==> src/rtl/param_regbank.sv <==
// param_regbank: DEPTH x DATA_WIDTH register bank with pipelined reads and a
// sequential clear sweep that runs after reset or on request.
//   clk_i    - clock, all logic on the rising edge
//   rst_i    - asynchronous active-high reset (starts a clear sweep)
//   write_en - write request, accepted when ready
//   read_en  - read request, accepted when ready
//   addr     - request address (shared by read and write)
//   data_in  - write data
//   clear_i  - request to zero the whole bank (sampled in IDLE only)
//   data_out - registered read data, holds between reads
//   rd_valid - one-cycle strobe, RD_LATENCY cycles after an accepted read
//   ready    - high in IDLE; requests are ignored while low
module param_regbank #(
  parameter int DATA_WIDTH = 8,
  parameter int ADDR_WIDTH = 4,
  parameter int RD_LATENCY = 1
) (
  input  logic                  clk_i,
  input  logic                  rst_i,
  input  logic                  write_en,
  input  logic                  read_en,
  input  logic [ADDR_WIDTH-1:0] addr,
  input  logic [DATA_WIDTH-1:0] data_in,
  input  logic                  clear_i,
  output logic [DATA_WIDTH-1:0] data_out,
  output logic                  rd_valid,
  output logic                  ready
);

  localparam int DEPTH = 2 ** ADDR_WIDTH;

  typedef enum logic {
    IDLE,
    CLEAR
  } state_t;

  state_t                state;
  logic [ADDR_WIDTH-1:0] sweep_cnt;
  logic [DATA_WIDTH-1:0] mem [DEPTH];
  logic                  wr_acc;
  logic                  rd_acc;
  logic [RD_LATENCY-1:0] pipe_vld;
  logic [DATA_WIDTH-1:0] pipe_dat [RD_LATENCY];

  always_comb begin
    ready  = (state == IDLE);
    wr_acc = write_en & ready;
    rd_acc = read_en & ready;
  end

  // Sweep ends when the counter wraps from DEPTH-1 back to 0.
  always_ff @(posedge clk_i or posedge rst_i) begin
    if (rst_i) begin
      state     <= CLEAR;
      sweep_cnt <= '0;
    end else begin
      case (state)
        IDLE: begin
          if (clear_i) state <= CLEAR;
        end
        CLEAR: begin
          sweep_cnt <= sweep_cnt + 1'b1;
          if (sweep_cnt == '1) state <= IDLE;
        end
        default: state <= CLEAR;
      endcase
    end
  end

  // Storage has no reset; the sweep zeroes it one word per cycle.
  always_ff @(posedge clk_i) begin
    if (state == CLEAR) begin
      mem[sweep_cnt] <= '0;
    end else if (wr_acc) begin
      mem[addr] <= data_in;
    end
  end

  // Stage 0 samples the array at the accepting edge, so a same-cycle write
  // to the same address is not seen (read-before-write). The last stage is
  // the output register and only loads on a valid beat, so it holds.
  always_ff @(posedge clk_i or posedge rst_i) begin
    if (rst_i) begin
      pipe_vld <= '0;
      for (int unsigned i = 0; i < RD_LATENCY; i++) begin
        pipe_dat[i] <= '0;
      end
    end else begin
      pipe_vld[0] <= rd_acc;
      if (rd_acc) pipe_dat[0] <= mem[addr];
      for (int unsigned i = 1; i < RD_LATENCY; i++) begin
        pipe_vld[i] <= pipe_vld[i-1];
        if (pipe_vld[i-1]) pipe_dat[i] <= pipe_dat[i-1];
      end
    end
  end

  always_comb begin
    rd_valid = pipe_vld[RD_LATENCY-1];
    data_out = pipe_dat[RD_LATENCY-1];
  end

endmodule

==> config.mk <==
export PLATFORM = sky130hd
export DESIGN_NAME = param_regbank
export DESIGN_NICKNAME = d
export VERILOG_FILES = /design/src/rtl/param_regbank.sv
export SDC_FILE = /design/constraint.sdc
export NUM_CORES = 1
export LEC_CHECK = 0
export ABC_CLOCK_PERIOD_IN_PS = 2400
export BUFFER_PORTS_ARGS = -buffer_cell sky130_fd_sc_hd__buf_4
export CAP_MARGIN = 30
export CORE_ASPECT_RATIO = 0.6
export CORE_UTILIZATION = 60
export DETAILED_ROUTE_END_ITERATION = 16
export PLACE_DENSITY = 0.8
export SETUP_SLACK_MARGIN = 0.4
export SYNTH_ARGS = -nofsm -noshare
export SYNTH_HDL_FRONTEND = slang
export SYNTH_SLANG_ARGS = --single-unit
export TNS_END_PERCENT = 1
==> constraint.sdc <==
create_clock -name clk_i -period 2.4 [get_ports clk_i]
set_clock_uncertainty 0.1 [all_clocks]
set_input_delay 0.24 -clock clk_i [delete_from_list [all_inputs] [get_ports clk_i]]
set_output_delay 0.24 -clock clk_i [all_outputs]
set_load 0.03 [all_outputs]
### After elaboration in Yosys (flattened, before gate mapping)

Memory sizes are Yosys's and may differ from the RTL's. A register that Yosys moved wholly into a read port is not among the register bits.
Cells that the tools add are included.

* input port bits: 17
* logic and storage cells: 21
* register bits after elaboration: 6
* bits in writable memories: 128
* output and inout bits: 10
* memories: 1

Memory list
* mem: words 16, width 8, read ports 1, clocked after Yosys merged registers in 1, wr ports 1, RTL line 39 `logic [DATA_WIDTH-1:0] mem [DEPTH];`

* mux-type cells: 11
* bitwise operators: 3
* add/subtract/negate cells: 1
* equal/unequal tests: 1
* reductions and logical operators: 1

Operators with widths (count)
* 1-bit 2-to-1 mux: 8
* 8-bit 2-to-1 mux: 1
* 8-bit OR reduction: 1
* 4-bit by 1-bit adder with 4-bit output (second input constant): 1
* 4-bit equality test (second input constant): 1
* 4-bit 2-to-1 mux: 1
* 1-bit bitwise AND: 2
* 1-bit one-hot mux with 2 select lines: 1
* 1-bit NOT: 1

### Longest topological paths before layout

Gate-level depths: netlist (run 1).

* depth after elaboration: 7
* depth in mapped cells: 7
* depth with buffers taken out: 4

### Least setup slack after synthesis (run 1)

Ideal clock, no wire load.

* kind: flip-flop to flip-flop
* start: register state
* end: memory mem[2][0], enable pin
* data required time: 1.930 ns
* library setup time: 0.370 ns
* cell stages (with the launch flop): 6
* clock period less this slack: 2.017 ns
* arrival: 1.546 ns
* path buffers: 1
* setup slack: 0.383 ns
* cells stage by stage: dfstp_2 buf_2 inv_1 nor2_1 a22oi_1 nor2_1

* longest elaborated chain between the ends: 7
* elaborated cells between the ends (all ways): 10
* classes of those cells: mux: 7; bitwise: 2; reduce/logical: 1

Ends and longest elaborated chain
* from (decl): RTL line 37 `state_t state;`
* from (signal assigned): RTL line 54 `state <= CLEAR;`
* from (signal assigned): RTL line 59 `if (clear_i) state <= CLEAR;`
* from (signal assigned): RTL line 63 `if (sweep_cnt == '1) state <= IDLE;`
* 1-bit NOT *
* named net ready: RTL line 27 `output logic ready`
* 1-bit bitwise AND *: RTL line 47 `wr_acc = write_en & ready;`
* 1-bit 2-to-1 mux *: RTL line 74 `end else if (wr_acc) begin`
* 1-bit 2-to-1 mux *: RTL line 72 `if (state == CLEAR) begin`
* 1-bit 2-to-1 mux (implied by the code) *: RTL line 75 `mem[addr] <= data_in;`
* 8-bit OR reduction (no line)
* 4-bit 2-to-1 mux (no line) / 1-bit 2-to-1 mux (equally long branches)
* to (decl): RTL line 39

Mark *: on every way through the listed nets, which the timed path passes. The rest lies on a longest branch.

### Final worst setup path (run 1)

* start: register state
* end: memory mem[10][6], enable pin

* longest elaborated chain between the ends: 7
* elaborated cells between the ends (all ways): 10
* classes of those cells: mux: 7; bitwise: 2; reduce/logical: 1

Ends and longest elaborated chain (RTL line)
* 1-bit NOT
* 1-bit bitwise AND: 47
* 1-bit 2-to-1 mux: 74
* 1-bit 2-to-1 mux: 72
* 1-bit 2-to-1 mux (implied by the code): 75
* 8-bit OR reduction (no line)
* 4-bit 2-to-1 mux (no line) / 1-bit 2-to-1 mux (equally long branches)

Parallel ways exist; a longest one is shown, timed or not.

==> results of run 1 <==
==> area by class of cell <==
class / instances / area, sq um / area share, %
inverters: 6 / 22.5 / 0.327
multi-input cells: 201 / 1500 / 21.8
clock inverters: 14 / 214 / 3.11
well taps: 130 / 163 / 2.36
repair buffers: 47 / 358 / 5.20
flip-flops and latches: 142 / 4200 / 61.0
clock buffers: 18 / 429 / 6.24
==> critical path, delay by kind of cell, from the launching register on <==
kind                   cells  cell delay [ns]
DFF                        1             0.58
AOI/OAI and AO/OA          1             0.23
and+or+nand+nor            2             0.58
buffers and inverters      2             0.24
==> cell usage in the layout, fill, tap and decap left out, types with 2 or more instances in the layout <==
cell	instances
sky130_fd_sc_hd__buf_4	45
sky130_fd_sc_hd__nor2_4	9
sky130_fd_sc_hd__nand3_1	18
sky130_fd_sc_hd__nor2b_1	3
sky130_fd_sc_hd__bufinv_16	5
sky130_fd_sc_hd__and2_1	8
sky130_fd_sc_hd__a22oi_1	18
sky130_fd_sc_hd__nand4_1	7
sky130_fd_sc_hd__nand2_1	31
sky130_fd_sc_hd__a21oi_1	8
sky130_fd_sc_hd__mux2i_1	64
sky130_fd_sc_hd__clkinv_2	2
sky130_fd_sc_hd__and2b_1	2
sky130_fd_sc_hd__clkbuf_16	17
sky130_fd_sc_hd__dfrtp_1	13
sky130_fd_sc_hd__clkinvlp_4	2
sky130_fd_sc_hd__inv_6	2
sky130_fd_sc_hd__nor2_1	13
sky130_fd_sc_hd__clkinv_4	2
sky130_fd_sc_hd__edfxtp_1	128
sky130_fd_sc_hd__a31oi_2	2
sky130_fd_sc_hd__xnor2_1	2
sky130_fd_sc_hd__a31oi_1	2
sky130_fd_sc_hd__dlygate4sd3_1	2
sky130_fd_sc_hd__inv_1	5
==> flip-flops by register name, indices dropped and copies added (netlist names) <==
register   count
mem          128
rd_valid       1
data_out       8
state          1
sweep_cnt      4
==> kinds of logic (layout without fill, tap and decap cells) <==
family / count (synthesis) / count (layout) / synth area share [%]
XOR/XNOR: 3 / 3 / 0.454
buffers and inverters: 24 / 85 / 3.16
multiplexers: 65 / 65 / 11.3
AND/OR/NAND/NOR: 97 / 97 / 8.02
flip-flops: 142 / 142 / 72.5
AO/OA/AOI/OAI: 35 / 35 / 4.37
adder cells (fa/ha/maj): 1 / 1 / 0.216
==> what timing repair did <==
| action | 4_1_cts | 5_1_grt |
|---|---|---|
| resized for setup | 5 | 17 |
| gates cloned | 0 | 0 |
| hold buffers | 2 | 0 |
| hold endpoints to repair | 14 | 0 |
| setup endpoints to repair | 64 | 148 |
==> power breakdown <==
group / internal, mW / switching (mW) / leakage, nW
clock network: 1.84 / 0.994 / 0.308
logic: 0.557 / 1.14 / 0.924
registers: 3.35 / 0.225 / 1.38
total: 5.75 / 2.36 / 2.61
==> stage by stage <==
| stage | hold slack, ns | area [sq um] | utilization, % | worst slack [ns] |
|---|---|---|---|---|
| floorplan | 0.0285 | 5790 | - | 0.383 |
| global placement | 0.225 | 6130 | 66.2 | 0.255 |
| detailed placement | 0.227 | 6130 | 66.2 | 0.156 |
| CTS | 0.137 | 6800 | 73.5 | 0.222 |
| global route | 0.185 | 6880 | 74.4 | 0.286 |
| finish | 0.170 | 6880 | 74.4 | 0.338 |
==> metal layers <==
layer  global-route usage (%)  part of all wire, %
met5                        0                    0
met4                     9.76                  2.0
met3                     9.54                   10
met2                     37.8                   43
met1                     41.5                   45
==> final timing paths <==
check,to,slack (ns),depth (start not counted)
max in group asynchronous,state,1.49,3
worst min register to register,data_out[1],0.39,2
worst min-delay path,mem[11][6],0.17,2
worst max-delay path,mem[10][6],0.34,5
worst max register to register,mem[10][6],0.34,5
min in group asynchronous,data_out[6],0.34,3
==> results_dict.tcl, run 1 <==
set metrics [dict create \
    fin_total_pwr_mw 8.11 \
    synthMostInstantiatedCell "sky130_fd_sc_hd__edfxtp_1" \
    holdCritPathClass "input port to register" \
    timing.slew.headroom_pct 50.4 \
    layout.filler_cells 569 \
    number_of_buffers_inserted_during_clock_tree_synthesis 17 \
    chipWidth_um 129 \
    run_status "finished clean" \
    core_area_sq_um 9260 \
    cp_cell_sequence "buf_4 -> inv_1 -> nor2_1 -> a32oi_2 -> nor2_4" \
    drv_cap 0 \
    clk_pin_slew_ns 0.06 \
    htree_num_levels 4 \
    ys_seq_area_share_pct 72.5 \
    fin_cells 558 \
    detailedRoute.firstPassIterationCount 5 \
    cp-startpoint "state" \
    synth_enable_flop_cells 128 \
    cellLeakagePower_nw 2.61 \
    slew_viol_final 0 \
    post_synth.cell_area_avg_sq_um 15.8 \
    min_period_ns 2.06 \
    synthDistinctLibCells 34 \
    yosys_warnings 0 \
    largest_net_degree_at_the_start_of_global_routing 26 \
    r2r-start "state" \
    powerDensity_nw_per_um2 1180 \
    via_per_inst 6.08 \
    grt_antenna_before_repair 0 \
    hold_viol 0 \
    cp_slowest_cell "sky130_fd_sc_hd__dfstp_2" \
    critPathCaptureType "register" \
    netlist.area_leader.share_pct 66.4 \
    ys_async_sr_fraction_pct 9.86 \
    synthFlopType "sky130_fd_sc_hd__edfxtp_1" \
    numPortBuffers 26 \
    global_route.overflow_total 0 \
    timing.critical_path.from_type "register" \
    clockBufferDepth 2 \
    worstSkewPairLatency_ns 0.42 \
    cts_tree "done" \
    place_congestion 0.904 \
    netlist_top_cells_count "sky130_fd_sc_hd__edfxtp_1 (128), sky130_fd_sc_hd__mux2i_1 (64), sky130_fd_sc_hd__nand2_1 (31)" \
    fmax_mhz 485 \
    critical_path.max_stage_delay_ns 0.58 \
    grt_first_pass_wirelength_mm 18.9 \
    vdd_ir_drop_max_uv 769 \
    rsz0062_at_grt "yes" \
    fp.dieArea_sq_um 10100 \
    yosys_register_bits 142 \
    cts-root-buf "sky130_fd_sc_hd__clkbuf_16" \
    area_growth_syn_to_layout_pct 19.0 \
    synth_nets 385 \
    floorplan.io_pins 27 \
    route.antenna.remaining_nets 0 \
    fp.dieH_um 78.1 \
    timing.hold.worst.start "data_in[6]" \
    dp_hpwl_mm 8.22 \
    drt_wl_total_mm 12.9 \
    layout_worst_path_cycle_share_pct 85.9 \
    maximum_fanout_encountered_on_the_critical_timing_path 8 \
    required_arrival_time_at_the_worst_endpoint_ns 2.40 \
    diode_insertion_count_for_antenna_repair 0 \
    synthesis.instances 367 \
    clkSinkCount 142 \
    mapped_area_sq_um 5790 \
    post_cts.repair.setup_buffers 0 \
    drt-initial-drc-count 419 \
    total_vias_in_the_final_route 3392 \
    drc_errors 0 \
    nNetsFinal 433 \
    max_slew.worst_pin.slew_ns 0.741 \
    post-synth-top-area-cell "sky130_fd_sc_hd__edfxtp_1" \
    grt_util_all_layers_pct 27.7 \
    start_util_pct 62.5 \
    setup_total_negative_slack_ns 0 \
    arrival_time_worst_endpoint_ns 2.06 \
    ys_top_cells_by_area "sky130_fd_sc_hd__edfxtp_1 (66%), sky130_fd_sc_hd__mux2i_1 (11%), sky130_fd_sc_hd__dfrtp_1 (5.6%), sky130_fd_sc_hd__a22oi_1 (2.5%), sky130_fd_sc_hd__nand2_1 (2.0%)" \
    vias_in_the_first_global_route 3206 \
    routed_wire_length_per_instance_um 23.2 \
    final_layout_size_suffix_gt1_share_pct 22.0 \
    criticalPathCategory "register to register" \
    num_rows 27 \
    timing.final.setup_violations 0 \
    placedCellCount 524 \
]
Power figures use the tool's default switching activity.
==> inputs of run 2 (changes only) <==
--- a/config.mk
+++ b/config.mk
@@ -6,11 +6,12 @@
 export NUM_CORES = 1
 export LEC_CHECK = 0
 export ABC_CLOCK_PERIOD_IN_PS = 2400
-export BUFFER_PORTS_ARGS = -buffer_cell sky130_fd_sc_hd__buf_4
+export BUFFER_PORTS_ARGS = -buffer_cell sky130_fd_sc_hd__clkbuf_2
 export CAP_MARGIN = 30
 export CORE_ASPECT_RATIO = 0.6
 export CORE_UTILIZATION = 60
 export DETAILED_ROUTE_END_ITERATION = 16
+export MAX_ROUTING_LAYER = met4
 export PLACE_DENSITY = 0.8
 export SETUP_SLACK_MARGIN = 0.4
 export SYNTH_ARGS = -nofsm -noshare
==> results_dict.tcl, run 2 (synthesis gave the netlist of run 1 again) <==
set metrics [dict create \
    drv_cap 0 \
    largest-register "mem" \
    critPathCaptureType "register" \
    place_congestion 0.891 \
    layout_worst_path_cycle_share_pct 87.2 \
    groute.layer.met3.usage_pct 7.77 \
    worstSkewPairLatency_ns 0.42 \
    slew_viol_final 0 \
    fp.dieArea_sq_um 10100 \
    grt-busiest-layer "met1" \
    timing.slew.headroom_pct 48.8 \
    power_switching_share_pct 31.6 \
    detailedRoute.firstPassIterationCount 7 \
    min_period_ns 2.09 \
    cts-root-buf "sky130_fd_sc_hd__clkbuf_16" \
    floorplan.io_pins 27 \
    arrival_time_worst_endpoint_ns 2.06 \
    mostFrequentLayoutCell "sky130_fd_sc_hd__edfxtp_1" \
    placedCellCount 528 \
    comb_power_share_pct 20.7 \
    criticalPathCategory "register to register" \
    drt-initial-drc-count 480 \
    vias_in_the_first_global_route 3317 \
    fmax_mhz 478 \
    seqPwrFrac_pct 47.0 \
    rsz0062_at_grt "yes" \
    fin_cells 562 \
    fp.dieH_um 78.1 \
    grt_util_all_layers_pct 29.4 \
    number_of_flip_flops_in_the_largest_register 128 \
    final.hold.worst_slack_ns 0.132 \
    clockBufferDepth 2 \
    num_rows 27 \
    max_slew.worst_pin.slew_ns 0.768 \
    commonest_cells_after_routing_fill_and_taps_aside "sky130_fd_sc_hd__edfxtp_1 (128), sky130_fd_sc_hd__mux2i_1 (64), sky130_fd_sc_hd__nand2_1 (31), sky130_fd_sc_hd__clkbuf_2 (25), sky130_fd_sc_hd__buf_4 (24)" \
    hold_viol 0 \
    cellLeakagePower_nw 2.58 \
    holdCritPathClass "input port to register" \
    final_core_utilization_pct 72.4 \
    drc_errors 0 \
    chipWidth_um 129 \
    core_area_sq_um 9260 \
    cts_tree "done" \
    final_layout_size_suffix_gt1_share_pct 22.0 \
    run_status "finished clean" \
    grt_antenna_before_repair 0 \
    routed_wire_length_per_instance_um 23.0 \
    vdd_ir_drop_max_uv 629 \
    global_route.overflow_total 0 \
    largest_net_degree_at_the_start_of_global_routing 30 \
    maximum_fanout_encountered_on_the_critical_timing_path 8 \
    required_arrival_time_at_the_worst_endpoint_ns 2.36 \
    numPortBuffers 26 \
    drt_wl_total_mm 12.9 \
    number_of_buffers_inserted_during_clock_tree_synthesis 17 \
    total_vias_in_the_final_route 3385 \
    p_clk_share_pct 32.3 \
    clkSinkCount 142 \
    start_util_pct 62.5 \
    via_per_inst 6.02 \
    post_cts.repair.setup_buffers 0 \
    nNetsFinal 437 \
    setup_total_negative_slack_ns 0 \
    timing.final.setup_violations 0 \
    powerDensity_nw_per_um2 1130 \
    dp_hpwl_mm 8.58 \
    diode_insertion_count_for_antenna_repair 0 \
    htree_num_levels 4 \
    route.antenna.remaining_nets 0 \
    grt.met1_usage_pct 44.3 \
    clk_pin_slew_ns 0.07 \
    power.internal_mw 5.19 \
    power.switching_mw 2.40 \
    timing.critical_path.from_type "register" \
    area_growth_syn_to_layout_pct 15.8 \
    grt_first_pass_wirelength_mm 19.4 \
    groute.layer.met2.usage_pct 38.8 \
]
==> run 2: cell types whose count changed in the layout (fill, tap and decap cells not counted), moves of 2 or more <==
cell	change
sky130_fd_sc_hd__clkbuf_2	+25
sky130_fd_sc_hd__buf_4	-21
sky130_fd_sc_hd__nor2_4	-7
sky130_fd_sc_hd__nor2_2	+6
sky130_fd_sc_hd__bufinv_16	-5
sky130_fd_sc_hd__clkinv_4	+3
sky130_fd_sc_hd__inv_8	+3
sky130_fd_sc_hd__inv_6	+2
==> run 2: worst paths after layout <==
| kind | start | end | slack (ns) | cells past startpoint |
|---|---|---|---|---|
| max in group asynchronous | rst_i | sweep_cnt[1] | 1.51 | 3 |
| hold / removal | data_in[3] | mem[10][3] | 0.13 | 2 |
| setup reg to reg | state | mem[15][7] | 0.31 | 4 |
| hold reg to reg | data_out[4] | data_out[4] | 0.37 | 2 |
| min in group asynchronous | rst_i | data_out[1] | 0.31 | 3 |
| setup / recovery | state | mem[15][7] | 0.31 | 4 |
==> run 2: critical path: stages, from the launching register on <==
cell and delay [ns]:
sky130_fd_sc_hd__dfstp_2 0.57, sky130_fd_sc_hd__and2b_1 0.29, sky130_fd_sc_hd__nor2_1 0.16, sky130_fd_sc_hd__a31oi_1 0.12, sky130_fd_sc_hd__nor2_2 0.48
==> run 2: cell type report <==
type	count	area [sq um]
inverter	6	22.5
fill	586	2560
timing repair buffer	51	325
sequential	142	4200
tap	130	163
multi-input combinational	201	1440
clock buffer	17	425
clock inverter	15	130
==> run 2: through the flow <==
step	cell area [sq um]	worst slack, ns	power (mW)
floorplan	5790	0.383	4.51
global placement	6090	0.217	5.01
detailed placement	6090	0.165	5.11
CTS	6690	0.332	7.57
global route	6700	0.255	7.87
finish	6700	0.307	7.59
==> run 2: power groups by stage <==
stage | clock network, mW | logic, mW | registers (mW)
finish | 2.45 | 1.57 | 3.57
global route | 2.56 | 1.70 | 3.60
CTS | 2.46 | 1.55 | 3.56
detailed placement | 0 | 1.50 | 3.61
global placement | 0 | 1.44 | 3.57
floorplan | 0 | 0.839 | 3.67
==> run 2: layer usage <==
metal / wire length (um) / part of all wire [%]
met3: 1400 / 11
met4: 114 / 0.88
met1: 5800 / 45
met5: 0 / 0
met2: 5610 / 43
==> run 2: repair_timing <==
action | in CTS | in global routing
resized for setup | 7 | 2
hold buffers | 2 | 0
setup endpoints to repair | 59 | 119
endpoints found under the hold margin | 14 | 0
